### src/rtl/reg_dump_reader_if.sv
// Debug read-out bus of reg_dump_reader: core stall handshake, regfile read-port
// takeover and the valid/ready word stream toward the debug sink.
interface reg_dump_reader_if #(
  parameter int WIDTH = 32,
  parameter int IDXW  = 4
);
  logic             stall_req;
  logic             stall_ack;
  logic             dbg_sel;
  logic [IDXW-1:0]  dbg_srcA;
  logic [IDXW-1:0]  dbg_srcB;
  logic [WIDTH-1:0] valA;
  logic [WIDTH-1:0] valB;
  logic             out_valid;
  logic             out_ready;
  logic [WIDTH-1:0] out_data;
  logic [IDXW-1:0]  out_idx;

  modport master (
    output stall_req, dbg_sel, dbg_srcA, dbg_srcB, out_valid, out_data, out_idx,
    input  stall_ack, valA, valB, out_ready
  );

  modport slave (
    input  stall_req, dbg_sel, dbg_srcA, dbg_srcB, out_valid, out_data, out_idx,
    output stall_ack, valA, valB, out_ready
  );
endinterface

### src/rtl/reg_dump_reader.sv
// Y86 register-file dump engine: stalls the core, reads registers in even/odd
// pairs through the regfile read ports and streams them out with a running sum.
module reg_dump_reader #(
  parameter int REGNUM = 8,
  parameter int WIDTH  = 32,
  parameter int IDXW   = 4
) (
  input  logic                    clk,
  input  logic                    rst,
  input  logic                    start,
  reg_dump_reader_if.master       bus,
  output logic                    busy,
  output logic                    done,
  output logic [WIDTH-1:0]        dump_sum
);

  localparam int NPAIR = REGNUM / 2;
  localparam int KW    = (NPAIR > 1) ? $clog2(NPAIR) : 1;
  localparam logic [IDXW-1:0] RNONE = '1;

  typedef enum logic [2:0] {
    S_IDLE, S_REQ, S_READ, S_SEND0, S_SEND1, S_DONE
  } state_t;

  state_t           state, state_nxt;
  logic [KW-1:0]    k;
  logic [WIDTH-1:0] hold_a, hold_b, sum_r;
  logic [IDXW-1:0]  idx_even, idx_odd;
  logic             xfer, last_pair;

  function automatic logic [WIDTH-1:0] wrap_add3(input logic [WIDTH-1:0] acc,
                                                 input logic [WIDTH-1:0] a,
                                                 input logic [WIDTH-1:0] b);
    return acc + a + b;
  endfunction

  assign idx_even  = IDXW'({k, 1'b0});
  assign idx_odd   = idx_even | IDXW'(1);
  assign last_pair = (k == KW'(NPAIR - 1));
  assign xfer      = bus.out_valid && bus.out_ready;
  assign dump_sum  = sum_r;

  always_ff @(posedge clk) begin
    if (rst) state <= S_IDLE;
    else     state <= state_nxt;
  end

  always_comb begin
    state_nxt = state;
    unique case (state)
      S_IDLE:  if (start) state_nxt = S_REQ;
      S_REQ:   if (bus.stall_ack) state_nxt = S_READ;
      S_READ:  state_nxt = S_SEND0;
      S_SEND0: if (xfer) state_nxt = S_SEND1;
      S_SEND1: if (xfer) state_nxt = last_pair ? S_DONE : S_READ;
      S_DONE:  state_nxt = S_IDLE;
      default: state_nxt = S_IDLE;
    endcase
  end

  // Pair counter, captured pair and running sum; the sum folds both ports in
  // on the READ edge so it is already final when DONE is entered.
  always_ff @(posedge clk) begin
    if (rst) begin
      k      <= '0;
      hold_a <= '0;
      hold_b <= '0;
      sum_r  <= '0;
    end else begin
      unique case (state)
        S_IDLE: if (start) begin
          k     <= '0;
          sum_r <= '0;
        end
        S_READ: begin
          hold_a <= bus.valA;
          hold_b <= bus.valB;
          sum_r  <= wrap_add3(sum_r, bus.valA, bus.valB);
        end
        S_SEND1: if (xfer && !last_pair) k <= k + KW'(1);
        default: ;
      endcase
    end
  end

  always_comb begin
    bus.stall_req = 1'b0;
    bus.dbg_sel   = 1'b0;
    bus.dbg_srcA  = RNONE;
    bus.dbg_srcB  = RNONE;
    bus.out_valid = 1'b0;
    bus.out_data  = hold_a;
    bus.out_idx   = RNONE;
    busy          = (state != S_IDLE);
    done          = 1'b0;
    unique case (state)
      S_REQ:   bus.stall_req = 1'b1;
      S_READ: begin
        bus.stall_req = 1'b1;
        bus.dbg_sel   = 1'b1;
        bus.dbg_srcA  = idx_even;
        bus.dbg_srcB  = idx_odd;
      end
      S_SEND0: begin
        bus.stall_req = 1'b1;
        bus.out_valid = 1'b1;
        bus.out_idx   = idx_even;
      end
      S_SEND1: begin
        bus.stall_req = 1'b1;
        bus.out_valid = 1'b1;
        bus.out_data  = hold_b;
        bus.out_idx   = idx_odd;
      end
      S_DONE:  done = 1'b1;
      default: ;
    endcase
  end

endmodule

### src/flat_wrapper.sv
// flat-port wrapper written by rule: the top's interface ports become plain ports
module reg_dump_reader_flat 
#(
  parameter int REGNUM = 8,
  parameter int WIDTH  = 32,
  parameter int IDXW   = 4
)
  (clk, rst, start, busy, done, dump_sum, bus_stall_req, bus_dbg_sel, bus_dbg_srcA, bus_dbg_srcB, bus_out_valid, bus_out_data, bus_out_idx, bus_stall_ack, bus_valA, bus_valB, bus_out_ready);
  reg_dump_reader_if #(.WIDTH(WIDTH), .IDXW(IDXW)) bus_i ();
  input  logic clk;
  input  logic rst;
  input  logic start;
  output logic busy;
  output logic done;
  output logic [WIDTH-1:0] dump_sum;
  output wire logic [$bits(bus_i.stall_req)-1:0] bus_stall_req;
  output wire logic [$bits(bus_i.dbg_sel)-1:0] bus_dbg_sel;
  output wire logic [$bits(bus_i.dbg_srcA)-1:0] bus_dbg_srcA;
  output wire logic [$bits(bus_i.dbg_srcB)-1:0] bus_dbg_srcB;
  output wire logic [$bits(bus_i.out_valid)-1:0] bus_out_valid;
  output wire logic [$bits(bus_i.out_data)-1:0] bus_out_data;
  output wire logic [$bits(bus_i.out_idx)-1:0] bus_out_idx;
  input wire logic [$bits(bus_i.stall_ack)-1:0] bus_stall_ack;
  input wire logic [$bits(bus_i.valA)-1:0] bus_valA;
  input wire logic [$bits(bus_i.valB)-1:0] bus_valB;
  input wire logic [$bits(bus_i.out_ready)-1:0] bus_out_ready;
  assign bus_stall_req = bus_i.stall_req;
  assign bus_dbg_sel = bus_i.dbg_sel;
  assign bus_dbg_srcA = bus_i.dbg_srcA;
  assign bus_dbg_srcB = bus_i.dbg_srcB;
  assign bus_out_valid = bus_i.out_valid;
  assign bus_out_data = bus_i.out_data;
  assign bus_out_idx = bus_i.out_idx;
  assign bus_i.stall_ack = bus_stall_ack;
  assign bus_i.valA = bus_valA;
  assign bus_i.valB = bus_valB;
  assign bus_i.out_ready = bus_out_ready;
  reg_dump_reader #(.REGNUM(REGNUM), .WIDTH(WIDTH), .IDXW(IDXW)) u_core (.clk(clk), .rst(rst), .start(start), .bus(bus_i), .busy(busy), .done(done), .dump_sum(dump_sum));
endmodule
### config.mk
export PLATFORM = sky130hd
export DESIGN_NAME = reg_dump_reader_flat
export DESIGN_NICKNAME = d
export VERILOG_FILES = /design/src/rtl/reg_dump_reader_if.sv /design/src/rtl/reg_dump_reader.sv /design/src/flat_wrapper.sv
export SDC_FILE = /design/constraint.sdc
export NUM_CORES = 1
export LEC_CHECK = 0
export ABC_AREA = 1
export CORE_MARGIN = 2
export CORE_UTILIZATION = 45
export CTS_CLUSTER_SIZE = 8
export DETAILED_ROUTE_END_ITERATION = 8
export GPL_TIMING_DRIVEN = 0
export PLACE_DENSITY = 0.8
export SLEW_MARGIN = 10
export SYNTH_ARGS = -nofsm -noshare
export SYNTH_HDL_FRONTEND = slang
export SYNTH_SLANG_ARGS = --single-unit
### constraint.sdc
create_clock -name clk -period 3.8 [get_ports clk]
set_input_delay 0.76 -clock clk [delete_from_list [all_inputs] [get_ports clk]]
set_output_delay 0.76 -clock clk [all_outputs]
set_load 0.02 [all_outputs]
==> results of run 1 <==
==> layer usage <==
layer	up-vias	track usage [%]
met1	3387	36.85
met5	-	0
met4	0	9.761
li1	3678	-
met2	318	45.20
met3	44	4.925
==> placed cells by master (no fill, tap or decap), drive strengths merged <==
cell,synthesis,routed
nand2,353,353
nor2,173,173
clkdlybuf4s50,0,147
inv,110,113
dfxtp,101,101
o21ai,82,82
a21oi,67,67
nand3,49,49
fa,32,32
clkbuf,23,32
ha,31,31
buf,19,19
nor3,8,8
nand4,6,6
clkinv,0,3
and2,2,2
a31oi,2,2
nand3b,2,2
or2,2,2
a21o,2,2
xor2,2,2
o21bai,1,1
o22ai,1,1
xnor2,1,1
conb,1,1
clkinvlp,0,1
==> through the flow <==
stage / util (%) / cells / cell area (um^2) / hold WS [ps] / total power, uW
after detailed placement: 57.03 / 1405 / 8606 / 482.4 / 4996
after global placement: 57.03 / 1405 / 8606 / 471.1 / 4928
after CTS: 58.96 / 1421 / 8896 / 493.5 / 5929
final: 58.96 / 1421 / 8896 / 493.2 / 5957
after global routing: 58.96 / 1421 / 8896 / 513.6 / 6390
after floorplan: - / 1070 / 6899 / 455.9 / 3721
==> power by group through the flow <==
stage | logic, uW | clock network [uW] | registers [uW]
final | 3460 | 924 | 1580
after global routing | 3800 | 980 | 1610
after CTS | 3420 | 937 | 1570
after detailed placement | 3400 | 0 | 1590
after global placement | 3350 | 0 | 1580
after floorplan | 2110 | 0 | 1610
==> layout make-up <==
type / instances / share of cell area [%]
repair buffers: 147 / 16.54
inverters: 110 / 4.641
clock inverters: 7 / 0.7314
clock buffers: 9 / 2.532
multi-input cells: 817 / 47.71
flip-flops and latches: 101 / 22.73
well taps: 188 / 2.644
plain buffers: 42 / 2.475
==> kinds of logic (layout without fill, tap and decap cells) <==
logic type | count (synthesis) | count (layout) | synth area share (%)
compound gates | 155 | 155 | 11.41
xor+xnor | 3 | 3 | 0.3809
fa+ha+maj | 63 | 63 | 14.91
simple gates | 595 | 595 | 34.77
other cells | 1 | 1 | 0.05435
buf+inv | 152 | 315 | 9.177
flops | 101 | 101 | 29.31
==> state kept, by name, summed over array words and instances, names as in the netlist <==
| signal | cells |
|---|---|
| u_core.hold_a | 32 |
| u_core.hold_b | 32 |
| u_core.dump_sum | 32 |
| u_core.k | 2 |
| u_core.state | 3 |
==> worst max-delay path: stages <==
cell	delay (ps)
clkdlybuf4s50_1	460
fa_1	490
ha_1	290
fa_1	490
nand3_1	140
nand3_2	130
nand2_1	90
nand2_1	90
nand2_1	90
nand2_1	110
nand2_1	130
nand3_1	80
nand3_1	90
a21oi_1	60
==> worst min-delay path by stage <==
| stage | from | endpoint | cells past startpoint |
|---|---|---|---|
| after floorplan | u_core.k[1] | u_core.k[1] | 2 |
| after global placement | u_core.k[0] | u_core.k[0] | 2 |
| after detailed placement | u_core.k[0] | u_core.k[0] | 2 |
| after CTS | u_core.k[0] | u_core.k[0] | 2 |
| after global routing | u_core.dump_sum[0] | u_core.dump_sum[0] | 2 |
| final | u_core.k[0] | u_core.k[0] | 2 |
==> qor.txt, run 1 <==
outcome: finished clean
R2R Path End: u_core.dump_sum[25]
Power per Cell Area: 669.7 nW/um^2
Synth Register Bits: 101
crit-path max FO: 5
die area: 16340 um^2
startpoint types: primary input
Max Cap Viol: 0
ys async rst share: 0%
Layout area overhead: 28.94%
Post-Syn Instances: 1070
combinational share of power: 58.0%
Post-synth EDFFs: 0
io pins: 150
vias per cell: 5.227
CTS resizes: 0
Post-Syn Area: 6899 um^2
part of the power in the clock network: 15.5%
CP Launch Point: bus_valB[1]
P_sw: 2825 uW
starting density of the core: 45.72%
Pint: 3132 uW
die height: 127.8 um
CP arrival: 3500 ps
Slew headroom: 50.07%
HPWL after detailed placement: 17.79 mm
switching share of power: 47.43%
Critical Path RT: 4030 ps
footprint of the multi-input gates: 4244 um^2
post-route minimum period: 3275 ps
routed vias: 7427
IO Port Bufs: 147
maximum vdd drop: 0.3692 mV
final net count: 1360
Worst Skew: 7.368 ps
Clock transition at path regs: 80 ps
hold crit path type: flop to flop
top-count cell post-synth: nand2_1
CTS Sinks: 101
count of pins over their slew limit: 0
antenna violations before repair: 0
DR top layer: met4
met1 wire length: 9.527 mm
RSZ-0062 raised after global routing: no
Iter 0 DRT Violations: 869
CTS Buf Count: 9
met3 WL: 1.826 mm
GRT Util Overall: 27.64%
vias in the first global route: 6948
Residual DRC: 0
H-tree depth: 3
Post-Synthesis Net Count: 1202
routed length per placed instance: 15.59 um
register area share after synthesis: 29.31%
final setup fails: 0
Post-Place Worst Slack: 212.5 ps
GRT overflow: 0
antenna cells: 0
post-synth cell types: 33
Post-synth top cells: nand2_1 (350), nor2_1 (165), inv_1 (105), dfxtp_1 (101), o21ai_0 (73)
Fmax achieved: 0.3053 GHz
post-CTS setup buffer count: 0
area fraction of the dominant cell type after synthesis: 29.31%
DR WL met2: 10.21 mm
synth top area cells: dfxtp_1 (29%), nand2_1 (19%), fa_1 (9.3%), nor2_1 (9.0%), inv_1 (5.7%)
reg2reg setup slack: 1070 ps
reg2reg start: u_core.dump_sum[1]
worst-skew pair later-pin latency: 360 ps
syn avg cell area: 6.448 um^2
CTS root buf: clkbuf_16
first-pass GRT wire length: 35.24 mm
Post-DRT Antenna Nets: 0
Crit. End Element: flop
Critical Path Sink: u_core.dump_sum[25]
Core Area: 15090 um^2
FILL cells: 1432
final setup margin: 525.0 ps
worst slew pin tran: 743.9 ps
FP Rows: 45
Flop pwr share: 26.4%
Pre-antenna DRT Iters: 5
cell taking the most area after synthesis: dfxtp_1
largest net degree at the start of global routing: 20
Setup CP Type: primary input to flop
synth warn: 0
Leak: 0.004284 uW
RD Place Congestion: 0.9484
Fin. Hold Viols: 0
Reg2Reg Depth: 13
Clock Path Buffers: 2
final worst-path cycle share: 86.19%
CTS tree: yes
die width: 127.8 um
Sequential Area: 2022 um^2
hold_buf cts: 0
Routed WL: 22.16 mm
main flop type after synthesis: dfxtp_1
TNS Setup: 0 ps
layout cell share with drive strength beyond 1: 4.461%
No activity file was read; power rests on OpenSTA's default activity.
==> inputs of run 2 (changes only) <==
CORE_UTILIZATION = 50   (was 45)
PLACE_DENSITY = 0.87   (was 0.8)
==> run 2 against run 1 <==
Register-to-register slack worse by 70 ps. Clock power shrank 1%. Final cell count down 0.84%.
==> qor.txt, run 2 (synthesis results as in run 1) <==
outcome: finished clean
startpoint types: primary input
post-CTS setup buffer count: 0 (unchanged)
placed standard-cell area: 8591 um^2 (-0.17%)
Worst path slowest cell: fa_1
first-pass GRT wire length: 36.05 mm (+2.3%)
final worst-path cycle share: 88.08% (+1.9 points)
most used cell along the critical path: nand3_1
routed length per placed instance: 16.22 um (+4.0%)
routed vias: 7557 (+1.8%)
Critical Path RT: 4080 ps (+50 ps)
CTS tree: yes
largest net degree at the start of global routing: 20 (unchanged)
post-route minimum period: 3347 ps (+72.07 ps)
Layout area overhead: 28.78%
most common cell after layout, fill and taps aside: nand2_1
CP top delay family: adder cells
die width: 121.5 um (-5.0%)
Fmax achieved: 0.2988 GHz (-2.2%)
antenna violations before repair: 0 (unchanged)
Iter 0 DRT Violations: 759 (-13%)
CTS Buf Count: 9 (unchanged)
Cell Count Post-Placement: 1393 (-0.85%)
Pre-antenna DRT Iters: 5 (unchanged)
footprint of the multi-input gates: 4244 um^2 (unchanged)
vias in the first global route: 7227 (+4.0%)
TNS Setup: 0 ps (unchanged)
Post-DRT Antenna Nets: 0 (unchanged)
Final Core Density: 66.56% (+7.6 points)
GRT overflow: 0 (unchanged)
buffer and inverter count on the worst path: 1 (unchanged)
final cell count without fillers: 1409 (-0.84%)
Worst path max stage delay: 510 ps (+20 ps)
R2R Path End: u_core.dump_sum[29]
vias per cell: 5.363 (+2.6%)
reg2reg setup slack: 1000 ps (-70 ps)
CP arrival: 3620 ps (+120 ps)
Sequential Area: 2022 um^2 (unchanged)
crit-path cells: clkdlybuf4s50_1, fa_1, ha_1, fa_1, nand3_1, nand3_2, nand3_1, nand3_1, nand2_1, nand2_1, nand2_1, nand3_1, a21oi_1
FILL cells: 1205 (-16%)
hold crit path type: flop to flop
CTS Sinks: 101 (unchanged)
final setup fails: 0 (unchanged)
IO Port Bufs: 147 (unchanged)
Worst Skew: 8.861 ps (+1.494 ps)
Reg2Reg Depth: 12 (-1)
count of pins over their slew limit: 0 (unchanged)
starting density of the core: 51.69% (+6.0 points)
Power per Cell Area: 674.4 nW/um^2 (+0.71%)
Leak: 0.004281 uW (about the same)
Clock Path Buffers: 2 (unchanged)
final instance area: 8885 um^2 (-0.13%)
H-tree depth: 3 (unchanged)
Hold Path Depth: 2 (unchanged)
Setup CP Type: primary input to flop
Max Cap Viol: 0 (unchanged)
worst slew pin tran: 687.5 ps (-56.38 ps)
worst-skew pair later-pin latency: 360 ps (about the same)
Core Area: 13350 um^2 (-12%)
reg2reg start: u_core.dump_sum[1]
RSZ-0062 raised after global routing: no
most frequent cells in the layout: nand2_1 (350), nor2_1 (165), clkdlybuf4s50_1 (147), inv_1 (105), dfxtp_1 (101)
final net count: 1360 (unchanged)
Residual DRC: 0 (unchanged)
maximum vdd drop: 0.2866 mV (-22%)
FP Rows: 42 (-6.7%)
Min-Delay Endpoint: u_core.k[1]
post-layout total power: 5992 uW (+0.58%)
die height: 121.5 um (-5.0%)
Crit. End Element: flop
die area: 14750 um^2 (-9.7%)
Fin. Hold Viols: 0 (unchanged)
crit-path max FO: 5 (unchanged)
Slew headroom: 54.17% (+4.1 points)
RD Place Congestion: 0.9369 (-1.2%)
layout cell share with drive strength beyond 1: 4.461% (unchanged)
Clock transition at path regs: 70 ps (about the same)
GRT Util Overall: 31.39% (+3.8 points)
CTS root buf: clkbuf_16
min-delay src: u_core.k[1]
Routed WL: 22.85 mm (+3.1%)
HPWL after detailed placement: 17.99 mm (+1.1%)
CTS resizes: 0 (unchanged)
antenna cells: 0 (unchanged)
io pins: 150 (unchanged)
hold_buf cts: 0 (unchanged)
-- run 2: worst max-delay path by stage --
stage                            from                  end  slack (ps)  cells past startpoint
after floorplan           bus_valB[1]  u_core.dump_sum[25]        1070                     14
final                     bus_valB[1]  u_core.dump_sum[29]         450                     13
after detailed placement  bus_valB[1]  u_core.dump_sum[25]         170                     14
after global placement    bus_valB[1]  u_core.dump_sum[29]         190                     12
after CTS                 bus_valB[1]  u_core.dump_sum[29]         500                     13
after global routing      bus_valB[1]  u_core.dump_sum[25]         290                     15
-- run 2: metal layers --
| metal | vias to the layer above | global-route usage [%] | share of wire, % | wire (um) |
|---|---|---|---|---|
| met5 | - | 0 | 0 | 0 |
| met4 | 0 | 13.07 | 3.5 | 808 |
| met3 | 52 | 6.579 | 8.6 | 1957 |
| met2 | 366 | 49.40 | 45 | 10230 |
| met1 | 3471 | 41.89 | 43 | 9854 |
| li1 | 3668 | - | - | - |
-- run 2: worst register-to-register path, stage by stage (launching register included) --
cell and delay, ps:
dfxtp_1 390, fa_1 450, ha_1 310, fa_1 500, nand3_1 150, nand3_2 140
nand3_1 100, nand3_1 150, nand2_1 170, nand2_1 70, nand2_1 60, nand3_1 100
a21oi_1 130
-- run 2: where the power goes --
part           leakage (uW)  total (uW)  switching, uW  internal [uW]
Clock              0.000137         915            456            460
Combinational       0.00332        3500           2200           1300
Sequential         0.000820        1570            203           1370
Total               0.00428        5990           2860           3130
-- run 2: final cells by class --
type,instances,area share (%)
multi-input combinational,817,47.77
timing repair buffer,147,16.56
buffer,42,2.479
tap,176,2.479
clock inverter,7,0.7745
inverter,110,4.647
sequential,101,22.76
clock buffer,9,2.535
-- run 2: metrics by stage --
stage                     setup WS [ps]  hold slack, ps
after floorplan                    1073           455.9
after global placement            194.7           469.4
after detailed placement          173.4           476.4
after CTS                         495.2           485.0
after global routing              287.3           518.9
final                             452.9           485.0
==> inputs of run 3 (changes only) <==
TNS_END_PERCENT = 10   (was default)
==> results of run 3 <==
The final DEF is identical to that of run 2; final timing and power are the same.
